==> src/rtl/torpedo_scheduler_if.sv <==
// Torpedo scheduler bus: frame sync, fire keys, ship spawn data, kill pulses in; slot state out.
// Latency: n/a (wiring only); all outputs are registered inside the scheduler.
// Backpressure: none; fire requests are level inputs and blocked requests are dropped.
// Ports (seen from the scheduler / slave side):
//   in : frame_clk, fire_p1/p2, ship{1,2}_{x,y,dir}, kill_p1/p2
//   out: torp{1,2}_{x,y} (10 bits per slot, packed), torp{1,2}_active, update_done
interface torpedo_scheduler_if #(
  parameter int SLOTS = 4
);
  logic                  frame_clk;
  logic                  fire_p1;
  logic                  fire_p2;
  logic [9:0]            ship1_x;
  logic [9:0]            ship1_y;
  logic [9:0]            ship2_x;
  logic [9:0]            ship2_y;
  logic [1:0]            ship1_dir;
  logic [1:0]            ship2_dir;
  logic [SLOTS-1:0]      kill_p1;
  logic [SLOTS-1:0]      kill_p2;
  logic [10*SLOTS-1:0]   torp1_x;
  logic [10*SLOTS-1:0]   torp1_y;
  logic [10*SLOTS-1:0]   torp2_x;
  logic [10*SLOTS-1:0]   torp2_y;
  logic [SLOTS-1:0]      torp1_active;
  logic [SLOTS-1:0]      torp2_active;
  logic                  update_done;

  modport master (
    output frame_clk, fire_p1, fire_p2, ship1_x, ship1_y, ship2_x, ship2_y,
           ship1_dir, ship2_dir, kill_p1, kill_p2,
    input  torp1_x, torp1_y, torp2_x, torp2_y, torp1_active, torp2_active, update_done
  );

  modport slave (
    input  frame_clk, fire_p1, fire_p2, ship1_x, ship1_y, ship2_x, ship2_y,
           ship1_dir, ship2_dir, kill_p1, kill_p2,
    output torp1_x, torp1_y, torp2_x, torp2_y, torp1_active, torp2_active, update_done
  );
endinterface

==> src/rtl/torpedo_scheduler.sv <==
// Frame-synchronous torpedo slot manager for two players: spawn, cooldown, move, retire.
// Latency: a frame tick at cycle T runs MOVE T+1..T+2*SLOTS, SPAWN1, SPAWN2, DONE (T+11 by default).
// Backpressure: none; ticks outside IDLE are ignored, blocked fire requests are dropped.
// Ports: Clk, Reset (synchronous, active-high), bus (torpedo_scheduler_if.slave) carrying
//   frame_clk, fire keys, ship spawn position/heading, kill pulses in; packed slot
//   positions, active flags and the update_done pulse out.
module torpedo_scheduler #(
  parameter int SLOTS           = 4,
  parameter int COOLDOWN_FRAMES = 8,
  parameter int TORP_SPEED      = 4,
  parameter int SCREEN_W        = 640,
  parameter int SCREEN_H        = 480
) (
  input  logic                Clk,
  input  logic                Reset,
  torpedo_scheduler_if.slave  bus
);

  localparam int SW = (SLOTS > 1) ? $clog2(SLOTS) : 1;
  localparam int KW = $clog2(2 * SLOTS);
  localparam int CW = $clog2(COOLDOWN_FRAMES + 1);
  localparam logic [KW-1:0] K_LAST  = KW'(2 * SLOTS - 1);
  localparam logic [KW-1:0] K_SLOTS = KW'(SLOTS);
  localparam logic [10:0]   SPEED   = 11'(TORP_SPEED);

  typedef enum logic [2:0] {IDLE, MOVE, SPAWN1, SPAWN2, DONE} state_t;

  state_t        state, state_nxt;
  logic [KW-1:0] k, k_nxt;

  // Slot storage, first index is the player (0 = player 1, 1 = player 2).
  logic [9:0]       pos_x [2][SLOTS];
  logic [9:0]       pos_y [2][SLOTS];
  logic [1:0]       dir_r [2][SLOTS];
  logic [SLOTS-1:0] act   [2];
  logic [CW-1:0]    cd    [2];
  logic [1:0]       pend;
  logic [1:0]       fire_q;
  logic             frame_q;
  logic             done_q;

  // Per-player views of the inputs so both players share one code path.
  logic [1:0]       fire_in;
  logic [9:0]       ship_x   [2];
  logic [9:0]       ship_y   [2];
  logic [1:0]       ship_dir [2];
  logic [SLOTS-1:0] kill     [2];

  assign fire_in     = {bus.fire_p2, bus.fire_p1};
  assign ship_x[0]   = bus.ship1_x;
  assign ship_x[1]   = bus.ship2_x;
  assign ship_y[0]   = bus.ship1_y;
  assign ship_y[1]   = bus.ship2_y;
  assign ship_dir[0] = bus.ship1_dir;
  assign ship_dir[1] = bus.ship2_dir;
  assign kill[0]     = bus.kill_p1;
  assign kill[1]     = bus.kill_p2;

  logic       tick;
  logic [1:0] fire_edge;
  assign tick      = bus.frame_clk & ~frame_q;
  assign fire_edge = fire_in & ~fire_q;

  // FSM: state register
  always_ff @(posedge Clk) begin
    if (Reset) begin
      state <= IDLE;
      k     <= '0;
    end else begin
      state <= state_nxt;
      k     <= k_nxt;
    end
  end

  // FSM: next state
  always_comb begin
    state_nxt = state;
    k_nxt     = k;
    case (state)
      IDLE: begin
        if (tick) begin
          state_nxt = MOVE;
          k_nxt     = '0;
        end
      end
      MOVE: begin
        if (k == K_LAST) begin
          state_nxt = SPAWN1;
          k_nxt     = '0;
        end else begin
          k_nxt = k + KW'(1);
        end
      end
      SPAWN1:  state_nxt = SPAWN2;
      SPAWN2:  state_nxt = DONE;
      DONE:    state_nxt = IDLE;
      default: state_nxt = IDLE;
    endcase
  end

  // Shared position adder: one slot per MOVE cycle, selected by k.
  logic          mv_p;
  logic [SW-1:0] mv_s;
  logic [1:0]    mv_dir;
  logic          mv_dec;
  logic [10:0]   mv_coord, mv_bound, mv_sum;
  logic          mv_off;

  always_comb begin
    mv_p     = (k >= K_SLOTS);
    mv_s     = SW'(mv_p ? (k - K_SLOTS) : k);
    mv_dir   = dir_r[mv_p][mv_s];
    // Headings 0 (up) and 2 (left) decrease the coordinate; bit 1 picks x over y.
    mv_dec   = ~mv_dir[0];
    mv_coord = mv_dir[1] ? {1'b0, pos_x[mv_p][mv_s]} : {1'b0, pos_y[mv_p][mv_s]};
    mv_bound = mv_dir[1] ? 11'(SCREEN_W) : 11'(SCREEN_H);
    mv_sum   = mv_coord + (mv_dec ? -SPEED : SPEED);
    mv_off   = mv_dec ? (mv_coord < SPEED) : (mv_sum >= mv_bound);
  end

  // Spawn selection: lowest-index free slot of the player being served.
  logic          sp_en, sp_p, sp_go;
  logic [SW-1:0] sp_s;

  always_comb begin
    sp_en = (state == SPAWN1) || (state == SPAWN2);
    sp_p  = (state == SPAWN2);
    sp_s  = '0;
    for (int i = SLOTS - 1; i >= 0; i--) begin
      if (!act[sp_p][i]) sp_s = SW'(i);
    end
    sp_go = sp_en && pend[sp_p] && (cd[sp_p] == '0) && !(&act[sp_p]);
  end

  // Datapath. Later assignments win, which is how kill overrides move/spawn.
  always_ff @(posedge Clk) begin
    if (Reset) begin
      for (int p = 0; p < 2; p++) begin
        for (int i = 0; i < SLOTS; i++) begin
          pos_x[p][i] <= '0;
          pos_y[p][i] <= '0;
          dir_r[p][i] <= '0;
        end
        act[p] <= '0;
        cd[p]  <= '0;
      end
      pend    <= '0;
      fire_q  <= '0;
      frame_q <= 1'b0;
      done_q  <= 1'b0;
    end else begin
      frame_q <= bus.frame_clk;
      fire_q  <= fire_in;
      done_q  <= (state_nxt == DONE);

      // A request is consumed by its SPAWN state whether or not it is served.
      if (sp_en) pend[sp_p] <= 1'b0;
      for (int p = 0; p < 2; p++) begin
        if (fire_edge[p]) pend[p] <= 1'b1;
      end

      if (state == MOVE && k == '0) begin
        for (int p = 0; p < 2; p++) begin
          if (cd[p] != '0) cd[p] <= cd[p] - CW'(1);
        end
      end

      // A slot killed this cycle keeps its old position.
      if (state == MOVE && act[mv_p][mv_s] && !kill[mv_p][mv_s]) begin
        if (mv_off)         act[mv_p][mv_s]   <= 1'b0;
        else if (mv_dir[1]) pos_x[mv_p][mv_s] <= mv_sum[9:0];
        else                pos_y[mv_p][mv_s] <= mv_sum[9:0];
      end

      // The cooldown is charged even if a simultaneous kill eats the new torpedo.
      if (sp_go) begin
        cd[sp_p] <= CW'(COOLDOWN_FRAMES);
        if (!kill[sp_p][sp_s]) begin
          pos_x[sp_p][sp_s] <= ship_x[sp_p];
          pos_y[sp_p][sp_s] <= ship_y[sp_p];
          dir_r[sp_p][sp_s] <= ship_dir[sp_p];
          act[sp_p][sp_s]   <= 1'b1;
        end
      end

      for (int p = 0; p < 2; p++) begin
        for (int i = 0; i < SLOTS; i++) begin
          if (kill[p][i]) act[p][i] <= 1'b0;
        end
      end
    end
  end

  for (genvar i = 0; i < SLOTS; i++) begin : g_out
    assign bus.torp1_x[10*i +: 10] = pos_x[0][i];
    assign bus.torp1_y[10*i +: 10] = pos_y[0][i];
    assign bus.torp2_x[10*i +: 10] = pos_x[1][i];
    assign bus.torp2_y[10*i +: 10] = pos_y[1][i];
  end

  assign bus.torp1_active = act[0];
  assign bus.torp2_active = act[1];
  assign bus.update_done  = done_q;

endmodule

==> src/flat_wrapper.sv <==
// flat-port wrapper written by rule: the top's interface ports become plain ports
module torpedo_scheduler_flat 
#(
  parameter int SLOTS           = 4,
  parameter int COOLDOWN_FRAMES = 8,
  parameter int TORP_SPEED      = 4,
  parameter int SCREEN_W        = 640,
  parameter int SCREEN_H        = 480
)
  (Clk, Reset, bus_frame_clk, bus_fire_p1, bus_fire_p2, bus_ship1_x, bus_ship1_y, bus_ship2_x, bus_ship2_y, bus_ship1_dir, bus_ship2_dir, bus_kill_p1, bus_kill_p2, bus_torp1_x, bus_torp1_y, bus_torp2_x, bus_torp2_y, bus_torp1_active, bus_torp2_active, bus_update_done);
  torpedo_scheduler_if #(.SLOTS(SLOTS)) bus_i ();
  input  logic Clk;
  input  logic Reset;
  input wire logic [$bits(bus_i.frame_clk)-1:0] bus_frame_clk;
  input wire logic [$bits(bus_i.fire_p1)-1:0] bus_fire_p1;
  input wire logic [$bits(bus_i.fire_p2)-1:0] bus_fire_p2;
  input wire logic [$bits(bus_i.ship1_x)-1:0] bus_ship1_x;
  input wire logic [$bits(bus_i.ship1_y)-1:0] bus_ship1_y;
  input wire logic [$bits(bus_i.ship2_x)-1:0] bus_ship2_x;
  input wire logic [$bits(bus_i.ship2_y)-1:0] bus_ship2_y;
  input wire logic [$bits(bus_i.ship1_dir)-1:0] bus_ship1_dir;
  input wire logic [$bits(bus_i.ship2_dir)-1:0] bus_ship2_dir;
  input wire logic [$bits(bus_i.kill_p1)-1:0] bus_kill_p1;
  input wire logic [$bits(bus_i.kill_p2)-1:0] bus_kill_p2;
  output wire logic [$bits(bus_i.torp1_x)-1:0] bus_torp1_x;
  output wire logic [$bits(bus_i.torp1_y)-1:0] bus_torp1_y;
  output wire logic [$bits(bus_i.torp2_x)-1:0] bus_torp2_x;
  output wire logic [$bits(bus_i.torp2_y)-1:0] bus_torp2_y;
  output wire logic [$bits(bus_i.torp1_active)-1:0] bus_torp1_active;
  output wire logic [$bits(bus_i.torp2_active)-1:0] bus_torp2_active;
  output wire logic [$bits(bus_i.update_done)-1:0] bus_update_done;
  assign bus_i.frame_clk = bus_frame_clk;
  assign bus_i.fire_p1 = bus_fire_p1;
  assign bus_i.fire_p2 = bus_fire_p2;
  assign bus_i.ship1_x = bus_ship1_x;
  assign bus_i.ship1_y = bus_ship1_y;
  assign bus_i.ship2_x = bus_ship2_x;
  assign bus_i.ship2_y = bus_ship2_y;
  assign bus_i.ship1_dir = bus_ship1_dir;
  assign bus_i.ship2_dir = bus_ship2_dir;
  assign bus_i.kill_p1 = bus_kill_p1;
  assign bus_i.kill_p2 = bus_kill_p2;
  assign bus_torp1_x = bus_i.torp1_x;
  assign bus_torp1_y = bus_i.torp1_y;
  assign bus_torp2_x = bus_i.torp2_x;
  assign bus_torp2_y = bus_i.torp2_y;
  assign bus_torp1_active = bus_i.torp1_active;
  assign bus_torp2_active = bus_i.torp2_active;
  assign bus_update_done = bus_i.update_done;
  torpedo_scheduler #(.SLOTS(SLOTS), .COOLDOWN_FRAMES(COOLDOWN_FRAMES), .TORP_SPEED(TORP_SPEED), .SCREEN_W(SCREEN_W), .SCREEN_H(SCREEN_H)) u_core (.Clk(Clk), .Reset(Reset), .bus(bus_i));
endmodule
==> config.mk <==
export PLATFORM = sky130hd
export DESIGN_NAME = torpedo_scheduler_flat
export DESIGN_NICKNAME = d
export VERILOG_FILES = /design/src/rtl/torpedo_scheduler_if.sv /design/src/rtl/torpedo_scheduler.sv /design/src/flat_wrapper.sv
export SDC_FILE = /design/constraint.sdc
export NUM_CORES = 1
export LEC_CHECK = 0
export BUFFER_PORTS_ARGS = -buffer_cell sky130_fd_sc_hd__buf_2
export CORE_AREA = 5 5 205 108
export CTS_CLUSTER_SIZE = 30
export DETAILED_ROUTE_END_ITERATION = 7
export DIE_AREA = 0 0 210 113
export PLACE_DENSITY = 0.76
export SYNTH_ARGS = -nofsm -noshare
export SYNTH_HDL_FRONTEND = slang
export SYNTH_SLANG_ARGS = --single-unit
==> constraint.sdc <==
create_clock -name Clk -period 7.7 [get_ports Clk]
set_input_delay 1.54 -clock Clk [delete_from_list [all_inputs] [get_ports Clk]]
set_output_delay 1.54 -clock Clk [all_outputs]
set_load 0.1 [all_outputs]
=== After elaboration in Yosys (flattened, before gate mapping) ===
Memories as Yosys holds them, arrays and structs flattened.
Index checks and enable logic that the tools add are counted.

* Register bits after elaboration: 12
* Bits in writable memories: 192
* Bits of input ports: 57
* Output and inout bits: 169
* Logic and storage cells: 239
* Memories: 5

* Add/sub/neg operators: 5
* $lt $le $gt $ge: 15
* Equality and inequality tests: 6
* Mux-type cells: 150
* Bitwise logic cells: 20
* Reduce and logical (&&, ||, !) cells: 31

{| class="wikitable"
|+ Memory list
! memory !! depth !! bits a word !! rd ports !! clocked after Yosys merged registers in !! wr ports !! line !! text
|-
| u_core.pos_x || 2 || 40 || 3 || 0 || 2 || torpedo_scheduler.sv:32 || <nowiki>logic [9:0] pos_x [2][SLOTS];</nowiki>
|-
| u_core.pos_y || 2 || 40 || 3 || 0 || 2 || torpedo_scheduler.sv:33 || <nowiki>logic [9:0] pos_y [2][SLOTS];</nowiki>
|-
| u_core.dir_r || 2 || 8 || 1 || 0 || 2 || torpedo_scheduler.sv:34 || <nowiki>logic [1:0] dir_r [2][SLOTS];</nowiki>
|-
| u_core.act || 2 || 4 || 4 || 0 || 3 || torpedo_scheduler.sv:35 || <nowiki>logic [SLOTS-1:0] act [2];</nowiki>
|-
| u_core.cd || 2 || 4 || 3 || 0 || 2 || torpedo_scheduler.sv:36 || <nowiki>logic [CW-1:0] cd [2];</nowiki>
|}

{| class="wikitable"
|+ Operators with widths
! cell !! count
|-
| $mux 40 || 11
|-
| $reduce_or 40->1 || 4
|-
| $mux 10 || 14
|-
| $mux 1 || 78
|-
| $mux 4 || 13
|-
| $bmux 10 s2 || 2
|-
| $demux 10 s2 || 2
|-
| $mux 2 || 12
|-
| $mux 8 || 3
|-
| $mux 3 || 4
|-
| $pmux 3 s4 || 1
|-
| $add 11x11->11 || 1
|-
| $ge 11x11->1 || 1
|-
| $logic_and 1x1->1 || 11
|-
| $lt 11x3->1 const B || 1
|-
| $mux 11 || 1
|-
| $or 1x1->1 || 10
|-
| $ge 3x3->1 const B || 3
|-
| $reduce_bool 4->1 || 2
|-
| $reduce_or 4->1 || 2
|-
| $reduce_or 8->1 || 1
|-
| $sub 4x1->4 const B || 2
|-
| $bmux 1 s2 || 3
|-
| $eq 3x2->1 const B || 2
|-
| other kinds (29) || 43
|}

=== Depth between registers and ports, before layout ===
Gate-level depths: netlist of the first run.

* Word-level depth: 17
* Mapped depth: 27

=== Worst setup path after synthesis of the first run ===
OpenSTA, ideal clock, no wires.

* Kind: reg-to-reg
* From: register u_core.k[2]
* To: memory u_core.pos_y[1][10] in the netlist's numbering (enable)
* Setup time: 0.392 ns
* Data arrival time: 5.807 ns
* Path slack: 1.501 ns
* Cell stages (with the launch flop): 23
* Buffers on the path: 4
* Clock period less this slack: 6.199 ns
* Cells stage by stage: dfxtp_1 buf_6 buf_6 buf_2 mux4_2 mux2_2 o21ai_0 inv_1 ha_1 a21oi_1 o21ai_0 a21oi_1 o311ai_0 a21oi_1 xnor2_1 ha_1 a211o_1 or2_2 o21a_1 nor4_2 buf_6 nand3_1 a21boi_0

{| class="wikitable"
|+ RTL lines
! what !! line !! text
|-
| from (decl) || torpedo_scheduler.sv:29 || <nowiki>logic [KW-1:0] k, k_nxt;</nowiki>
|-
| from (signal assigned) || torpedo_scheduler.sv:71 || <nowiki>k <= k_nxt;</nowiki>
|-
| to (decl) || torpedo_scheduler.sv:33 ||
|}

==> metrics.log, run 1 <==
INFO  metric outcome = complete, no violations
INFO  metric routed_wire_per_std_cell = 26.59 um
INFO  metric floorplan.die_area = 23730 um2
INFO  metric reg2reg_from = u_core.k[2]$_SDFFE_PP0P_
INFO  metric drc = 0
INFO  metric power.total = roughly 2.9 mW
INFO  metric synthTopCellsByArea = edfxtp_1 (50%), mux4_2 (9.2%), dfxtp_1 (4.3%)
INFO  metric vias_in_the_first_global_route = between 8k and 9k
INFO  metric timing.final.hold_violations = 0
INFO  metric worst_pin_slew = between 1 and 1.5 ns
INFO  metric dieHeight = approximately 110 um
INFO  metric drt.antenna.violating_nets = 0
INFO  metric synthesis.yosys.warnings = 0
INFO  metric grt_util_all_layers = 31.07%
INFO  metric tritoncts_buffer_count = 20
INFO  metric die_width = 210 um
INFO  metric initial_utilization = 53.90%
INFO  metric max-vdd-ir-drop = about 0.12 mV
INFO  metric fmax = about 140 MHz
INFO  metric finalSetupViolations = 0
INFO  metric detailedPlacementHpwl = 28490 um
INFO  metric crit_path_capture = u_core.pos_y[1][39]$_SDFFCE_PN0P_
INFO  metric clock_insertion_delay_worst_skew = 0.50 ns
INFO  metric finish.net_count = ~1.2k
INFO  metric timing_max_transition_violations_final = 0
INFO  metric worstPathMaxFanout = 42
INFO  metric hold_buffers = 0
INFO  metric postSynth.asyncResetShare = 0%
INFO  metric routed_via_density = 6.492
INFO  metric period_needed = 6.967 ns
INFO  metric p_leak = 5.211 nW
INFO  metric startpoint_of_the_worst_setup_timing_path = u_core.k[2]$_SDFFE_PP0P_
INFO  metric tritoncts_num_sinks = a little over 200
INFO  metric place_congestion = approximately 1
INFO  metric count_of_inserted_antenna_diode_cells = 0
INFO  metric grt-ovfl-total = 0
INFO  metric ios = roughly 230
INFO  metric pwr_density_cell = 221.0 nW/um2
INFO  metric postCtsResizedCells = 0
INFO  metric area.growth.synth_to_final = 19.26%
INFO  metric synth_enable_flop_cells = around 180
INFO  metric clockBufferDepth = 3
INFO  metric cts.root.buffer_cell = clkbuf_16
INFO  metric yosysSeqAreaShare = about 54%
INFO  metric p_sw = 917.8 uW
INFO  metric cp.required = a little under 8 ns
INFO  metric power.share.clock = 34.6%
INFO  metric timing.reg2reg.setup_slack = 0.73 ns
INFO  metric highest_layer = met5
INFO  metric drive_gt1_share = 32.98%
INFO  metric n_fill_cell = 1564
INFO  metric arrival = 7.18 ns
INFO  metric critPathLaunchType = flop
INFO  metric cts_max_level = 1
INFO  metric post_synth_instance_area = 10830 um2
INFO  metric area_share_of_the_leading_cell_type_in_the_synthesized_netlist = 50.19%
INFO  metric synth_nets = ~1000
INFO  metric power.share.sequential = between 40% and 50%
INFO  metric multi_input_area = 4441 um2
INFO  metric drtPass1Iterations = 6
INFO  metric routed-wl-met3 = 6592 um
INFO  metric layout.area.seq = 5901 um2
INFO  metric setup_total_negative_slack = 0 ns
INFO  metric route.vias.total = 9193
INFO  metric cts_tree = built
INFO  metric hp-class = flop to flop
INFO  metric total_of_max_cap_violations = 0
INFO  metric timing.setup.critical_path_class = flop to flop
INFO  metric prevailing_post_synth_register_cell = edfxtp_1
INFO  metric initialDrtViolationCount = between 1.5k and 2k
INFO  metric grt_first_pass_wirelength = 55520 um
INFO  metric final-instance-count-excl-fill = roughly 1.4k
INFO  metric post_syn_instances = 908
INFO  metric power.internal = 1.936 mW
INFO  metric yosys_register_bits = 204
INFO  metric fp-row-count = 37
INFO  metric combinationalPowerShare = around a fifth
INFO  metric synthDominantAreaCellType = edfxtp_1
INFO  metric ys_types = 71
INFO  metric core-area = between 20000 and 25000 um2
INFO  metric power.share.switching = 32.16%
INFO  metric path_clk_slew = ~0.070 ns
INFO  metric dp_cells = approximately 1.4k
INFO  metric grt_start_max_net_pins = 43
INFO  metric slew-limit-headroom = 25.75%
INFO  metric reg2regPathDepth = 19
INFO  metric tcrit_tclk_final = between 90% and 100%
INFO  metric r2r_end = u_core.pos_y[1][39]$_SDFFCE_PN0P_
INFO  metric routedLengthMet1 = about 16000 um
INFO  metric timing.clock.skew = 0.01315 ns
INFO  metric grt_antenna_before_repair = 1
INFO  metric cts.repair_timing.setup_buffer_count = 0
INFO  metric port-buffer-count = 225
INFO  metric unrepaired_setup_endpoints_after_global_routing = no
INFO  metric setup.worst_path.end_class = flop
INFO  metric detailroute.wirelength.met2 = 14560 um
INFO  metric drt_wl_total = approximately 38000 um
INFO  metric syn_avg_cell_area = 11.93 um2
==> per-stage QoR <==
stage | setup WS (ns) | instance area (um2) | hold slack, ns | utilization [%]
detailed placement | 0.9091 | 12270 | 0.4903 | 61.05
finish | 0.7329 | 12910 | 0.4955 | 64.28
global placement | 1.050 | 12270 | 0.4755 | 61.05
floorplan | 1.501 | 10830 | 0.4590 | -
CTS | 0.8651 | 12910 | 0.5049 | 64.28
global route | 0.3703 | 12910 | 0.5250 | 64.28
==> worst max-delay path, stage by stage, from the launching register on <==
cell      delay [ns]
dfxtp_4         0.88
mux4_2          0.76
mux2_2          0.32
o21ai_0         0.31
inv_1           0.10
ha_1            0.22
a21oi_1         0.17
o21ai_0         0.09
a21oi_1         0.27
o311ai_0        0.18
a21oi_1         0.21
xnor2_1         0.27
ha_1            0.34
a211o_1         0.28
or2_2           0.29
o21a_1          0.24
nor3_1          0.51
a21oi_2         0.14
o31ai_1         0.73
buf_4           0.29
==> cell usage in the layout (no fill, tap or decap), types with 4 or more instances in the layout <==
cell type  synthesis  final
nor2b_1            9      9
a21oi_4            9      9
a21o_1             9      9
ha_1              20     20
nor3b_1            4      4
a21oi_1           47     46
o21ai_0           29     29
mux2i_1           20     20
clkinv_1           1      4
buf_2             15    225
dfxtp_1           23     21
mux2_2             6      6
nor4_1             5      5
xnor2_1            5      5
a21boi_0           7      6
nand4_1            8      8
mux4_2            44     44
a211oi_1           4      4
nor4_2            10      9
inv_1             50     50
a31oi_1           18     18
nor3_1            69     69
edfxtp_1         181    181
nand2_1           87     87
nand3b_1           4      4
nand3_1            8      8
nand2b_1           8      8
a22oi_1            4      4
buf_4              1     35
clkbuf_16          0     21
a311oi_1           4      4
nor2_1            90     88
and3_1             6      6
==> logic make-up after synthesis <==
logic type                 count (synthesis)  synth area share, %
DFF                                      204                54.44
and+or+nand+nor                          329                15.08
xor gates and xnor gates                   9               0.7973
buffers and inverters                    112                4.714
muxes                                     71                11.76
AOI/OAI and AO/OA                        162                10.71
adders and majority gates                 21                2.496
==> sequential cells by signal (all words and copies together), names as in the netlist <==
signal	cells
u_core.frame_q	1
u_core.k	3
u_core.dir_r	16
u_core.bus.update_done	1
u_core.cd	8
u_core.pos_y	80
u_core.pend	2
u_core.state	3
u_core.act	8
u_core.pos_x	80
u_core.fire_q	2
==> power groups by stage <==
stage	clock network (mW)	registers (mW)	logic [mW]
2_1_floorplan	0	1.53	0.193
3_3_place_gp	0	1.30	0.571
3_5_place_dp	0	1.30	0.572
4_1_cts	0.989	1.28	0.575
5_1_grt	1.05	1.28	0.606
6_report	0.988	1.28	0.586
==> per-layer routing <==
metal	vias to the layer above	global-route usage [%]
met4	2	4.301
met2	826	41.14
li1	3861	-
met5	-	0
met1	4450	48.34
met3	54	13.38
==> cells in the mapped netlist, types with 5 or more instances <==
cell type,n
buf_6,9
buf_1,5
buf_2,15
nand2b_1,8
o21ai_0,29
clkbuf_1,30
xnor2_1,5
and3_1,6
dfxtp_1,23
nor4_2,10
nand4_1,8
a21boi_0,7
ha_1,20
edfxtp_1,181
nor4_1,5
nand2_1,87
a31oi_1,18
a21oi_4,9
nor2_1,90
mux2_2,6
nand3_1,8
inv_1,50
mux4_2,44
a21o_1,9
a21oi_1,47
nor2b_1,9
mux2i_1,20
nor3_1,69
==> cell type report <==
type                       instances  area share (%)
sequential                       204           45.69
multi-input combinational        592           34.38
timing repair buffer             260           10.75
clock buffer                      24           4.156
tap                              273           2.645
inverter                          52           1.511
clock inverter                    11          0.8622
==> worst min-delay path by stage <==
stage	from	endpoint	slack, ns	depth (start not counted)
global route	u_core.fire_q[0]$_SDFF_PP0_	u_core.pend[0]$_SDFFE_PP0P_	0.52	2
CTS	u_core.fire_q[0]$_SDFF_PP0_	u_core.pend[0]$_SDFFE_PP0P_	0.50	2
finish	u_core.fire_q[0]$_SDFF_PP0_	u_core.pend[0]$_SDFFE_PP0P_	0.50	2
floorplan	u_core.pend[0]$_SDFFE_PP0P_	u_core.pend[0]$_SDFFE_PP0P_	0.46	2
detailed placement	u_core.cd[1][2]$_SDFFE_PP0P_	u_core.cd[1][2]$_SDFFE_PP0P_	0.49	2
global placement	u_core.cd[1][2]$_SDFFE_PP0P_	u_core.cd[1][2]$_SDFFE_PP0P_	0.48	2
Power figures use the tool's default switching activity.
==> run 2, diff against run 1 <==
Clock period 7.7 ns to 6.9 ns, I/O delays scaled along.
==> run 2 against run 1 <==
  * Core utilization up 0.15 points
  * Non-clock buffer count grew 8
  * Routed wire length is 2.1% higher
  * Critical endpoint is now u_core.pos_y[1][12]$_DFFE_PP_
  * Largest cell class unchanged
==> metrics.log, run 2 (synthesized netlist as in run 1, its figures left out) <==
INFO  metric outcome = complete, no violations
INFO  metric drt.antenna.violating_nets = 0
INFO  metric drt_wl_total = 38450 um
INFO  metric clock_insertion_delay_worst_skew = 0.50 ns
INFO  metric power.total = about 3.2 mW
INFO  metric largestRegisters = u_core.pos_x (80), u_core.pos_y (80), u_core.dir_r (16)
INFO  metric cp.required = 7.10 ns
INFO  metric timing.setup.critical_path_class = flop to flop
INFO  metric multi_input_area = 4441 um2
INFO  metric period_needed = between 6 and 7 ns
INFO  metric detailedPlacementHpwl = 29050 um
INFO  metric p_leak = 5.227 nW
INFO  metric fmax = 151.9 MHz
INFO  metric grt_start_max_net_pins = 36
INFO  metric postCtsResizedCells = 0
INFO  metric power.share.sequential = between 40 and 50%
INFO  metric hp-class = flop to flop
INFO  metric place_congestion = 0.9931
INFO  metric grt_util_met2 = 41.65%
INFO  metric dieHeight = 113 um
INFO  metric finish.net_count = 1215
INFO  metric grt_antenna_before_repair = 1
INFO  metric tcrit_tclk_final = 95.40%
INFO  metric tritoncts_buffer_count = 19
INFO  metric total_of_max_cap_violations = 0
INFO  metric gr-usage-met1 = a little under half
INFO  metric use_met3 = 14.60%
INFO  metric grt-busiest-layer = met1
INFO  metric setup.worst_path.end_class = flop
INFO  metric die_width = 210 um
INFO  metric area.growth.synth_to_final = 19.54%
INFO  metric port-buffer-count = 225
INFO  metric grt-ovfl-total = 0
INFO  metric timing.clock.skew = 0.02025 ns
INFO  metric drtPass1Iterations = 8
INFO  metric layout_commonest_cell = buf_2
INFO  metric arrival = 6.78 ns
INFO  metric cts.root.buffer_cell = clkbuf_16
INFO  metric ios = 226
INFO  metric clockBufferDepth = 3
INFO  metric route.vias.total = 9263
INFO  metric timing.final.hold_violations = 0
INFO  metric layout.cells.most_common_list = buf_2 (225), edfxtp_1 (181), nor2_1 (88)
INFO  metric core-area = about 20000 um2
INFO  metric grt_first_pass_wirelength = 55390 um
INFO  metric p_sw = a little over 1 mW
INFO  metric max-vdd-ir-drop = 0.1338 mV
INFO  metric path_clk_slew = 0.06 ns
INFO  metric timing_max_transition_violations_final = 0
INFO  metric placement.cell_area = 12330 um2
INFO  metric grt_util_all_layers = 31.32%
INFO  metric unrepaired_setup_endpoints_after_global_routing = no
INFO  metric cts_max_level = 1
INFO  metric power.internal = 2.149 mW
INFO  metric hold_buffers = 0
INFO  metric post-route-util = between 60% and 70%
INFO  metric finalSetupViolations = 0
INFO  metric floorplan.die_area = 23730 um2
INFO  metric initialDrtViolationCount = 1419
INFO  metric initial_utilization = 53.90%
INFO  metric drc = 0
INFO  metric routed_via_density = 6.505
INFO  metric critPathLaunchType = flop
INFO  metric fp-row-count = 37
INFO  metric worst_pin_slew = 1.178 ns
INFO  metric power.share.switching = 32.30%
INFO  metric cts_tree = built
INFO  metric drive_gt1_share = about a third
INFO  metric routed_wire_per_std_cell = around 27 um
INFO  metric slew-limit-headroom = 20.44%
INFO  metric vias_in_the_first_global_route = 8484
INFO  metric n_fill_cell = about 1.6k
INFO  metric cts.repair_timing.setup_buffer_count = 0
INFO  metric power.share.clock = about a third
INFO  metric layout.area.seq = 5901 um2
INFO  metric tritoncts_num_sinks = 204
INFO  metric setup_total_negative_slack = 0 ns
INFO  metric final_cell_area = 12940 um2
INFO  metric combinationalPowerShare = 20.6%
INFO  metric pwr_density_cell = 245.2 nW/um2
INFO  metric worstPathMaxFanout = 35
run 2: changes by cell type in the layout (fill, tap and decap cells not counted), sizes merged:
cell,change
buf,+8
bufinv,+1
diode,+2
clkinvlp,-1
clkbuf,-2
run 2: layout make-up:
| class | instances | share of cell area, % |
|---|---|---|
| clock inverters | 11 | 0.9762 |
| multi-input cells | 592 | 34.30 |
| well taps | 273 | 2.639 |
| diodes | 2 | 0.03866 |
| clock buffers | 22 | 3.760 |
| inverters | 52 | 1.508 |
| flip-flops and latches | 204 | 45.58 |
| repair buffers | 268 | 11.19 |
run 2: critical path: stages (launching register included):
cell and delay, ns:
dfxtp_4 0.84, buf_4 0.38, mux4_2 0.52, mux2i_1 0.52, mux2_4 0.31, fa_1 0.21, nor2b_1 0.06, o21ai_0 0.25
a21boi_0 0.17, o21ai_0 0.21, a21boi_0 0.18, nor2_1 0.46, ha_1 0.24, a211o_1 0.14, nor2_1 0.04, nor2_1 0.11
o21a_1 0.24, nor4_4 0.07, buf_4 0.25, a31oi_4 0.56, a21boi_1 0.25, buf_4 0.22
run 2: stage by stage:
step / cells / hold slack (ns) / setup WS [ns]
global placement: 1389 / 0.4765 / 0.5706
CTS: 1422 / 0.4928 / 0.4254
detailed placement: 1389 / 0.4850 / 0.4952
global route: 1422 / 0.5306 / 0.02547
floorplan: 908 / 0.4590 / 0.7009
finish: 1424 / 0.4938 / 0.3172
run 2: final timing paths:
check,startpoint,to,slack [ns],depth (start not counted)
max reg2reg,u_core.k[2]$_SDFFE_PP0P_,u_core.pos_y[1][12]$_DFFE_PP_,0.32,21
min reg2reg,u_core.fire_q[0]$_SDFF_PP0_,u_core.pend[0]$_SDFFE_PP0P_,0.49,2
max,u_core.k[2]$_SDFFE_PP0P_,u_core.pos_y[1][12]$_DFFE_PP_,0.32,21
min,u_core.fire_q[0]$_SDFF_PP0_,u_core.pend[0]$_SDFFE_PP0P_,0.49,2
run 2: routing by layer:
layer  vias up  wire [um]
met1      4461      15240
met4         2        909
li1       3883          -
met5         -         13
met2       832      15060
met3        85       7218
run 2: power groups by stage:
| stage | clock network (mW) | logic (mW) | registers [mW] |
|---|---|---|---|
| final | 1.09 | 0.655 | 1.43 |
| after global routing | 1.14 | 0.677 | 1.43 |
| after CTS | 1.08 | 0.643 | 1.43 |
| after detailed placement | 0 | 0.640 | 1.46 |
| after global placement | 0 | 0.634 | 1.46 |
| after floorplan | 0 | 0.216 | 1.71 |
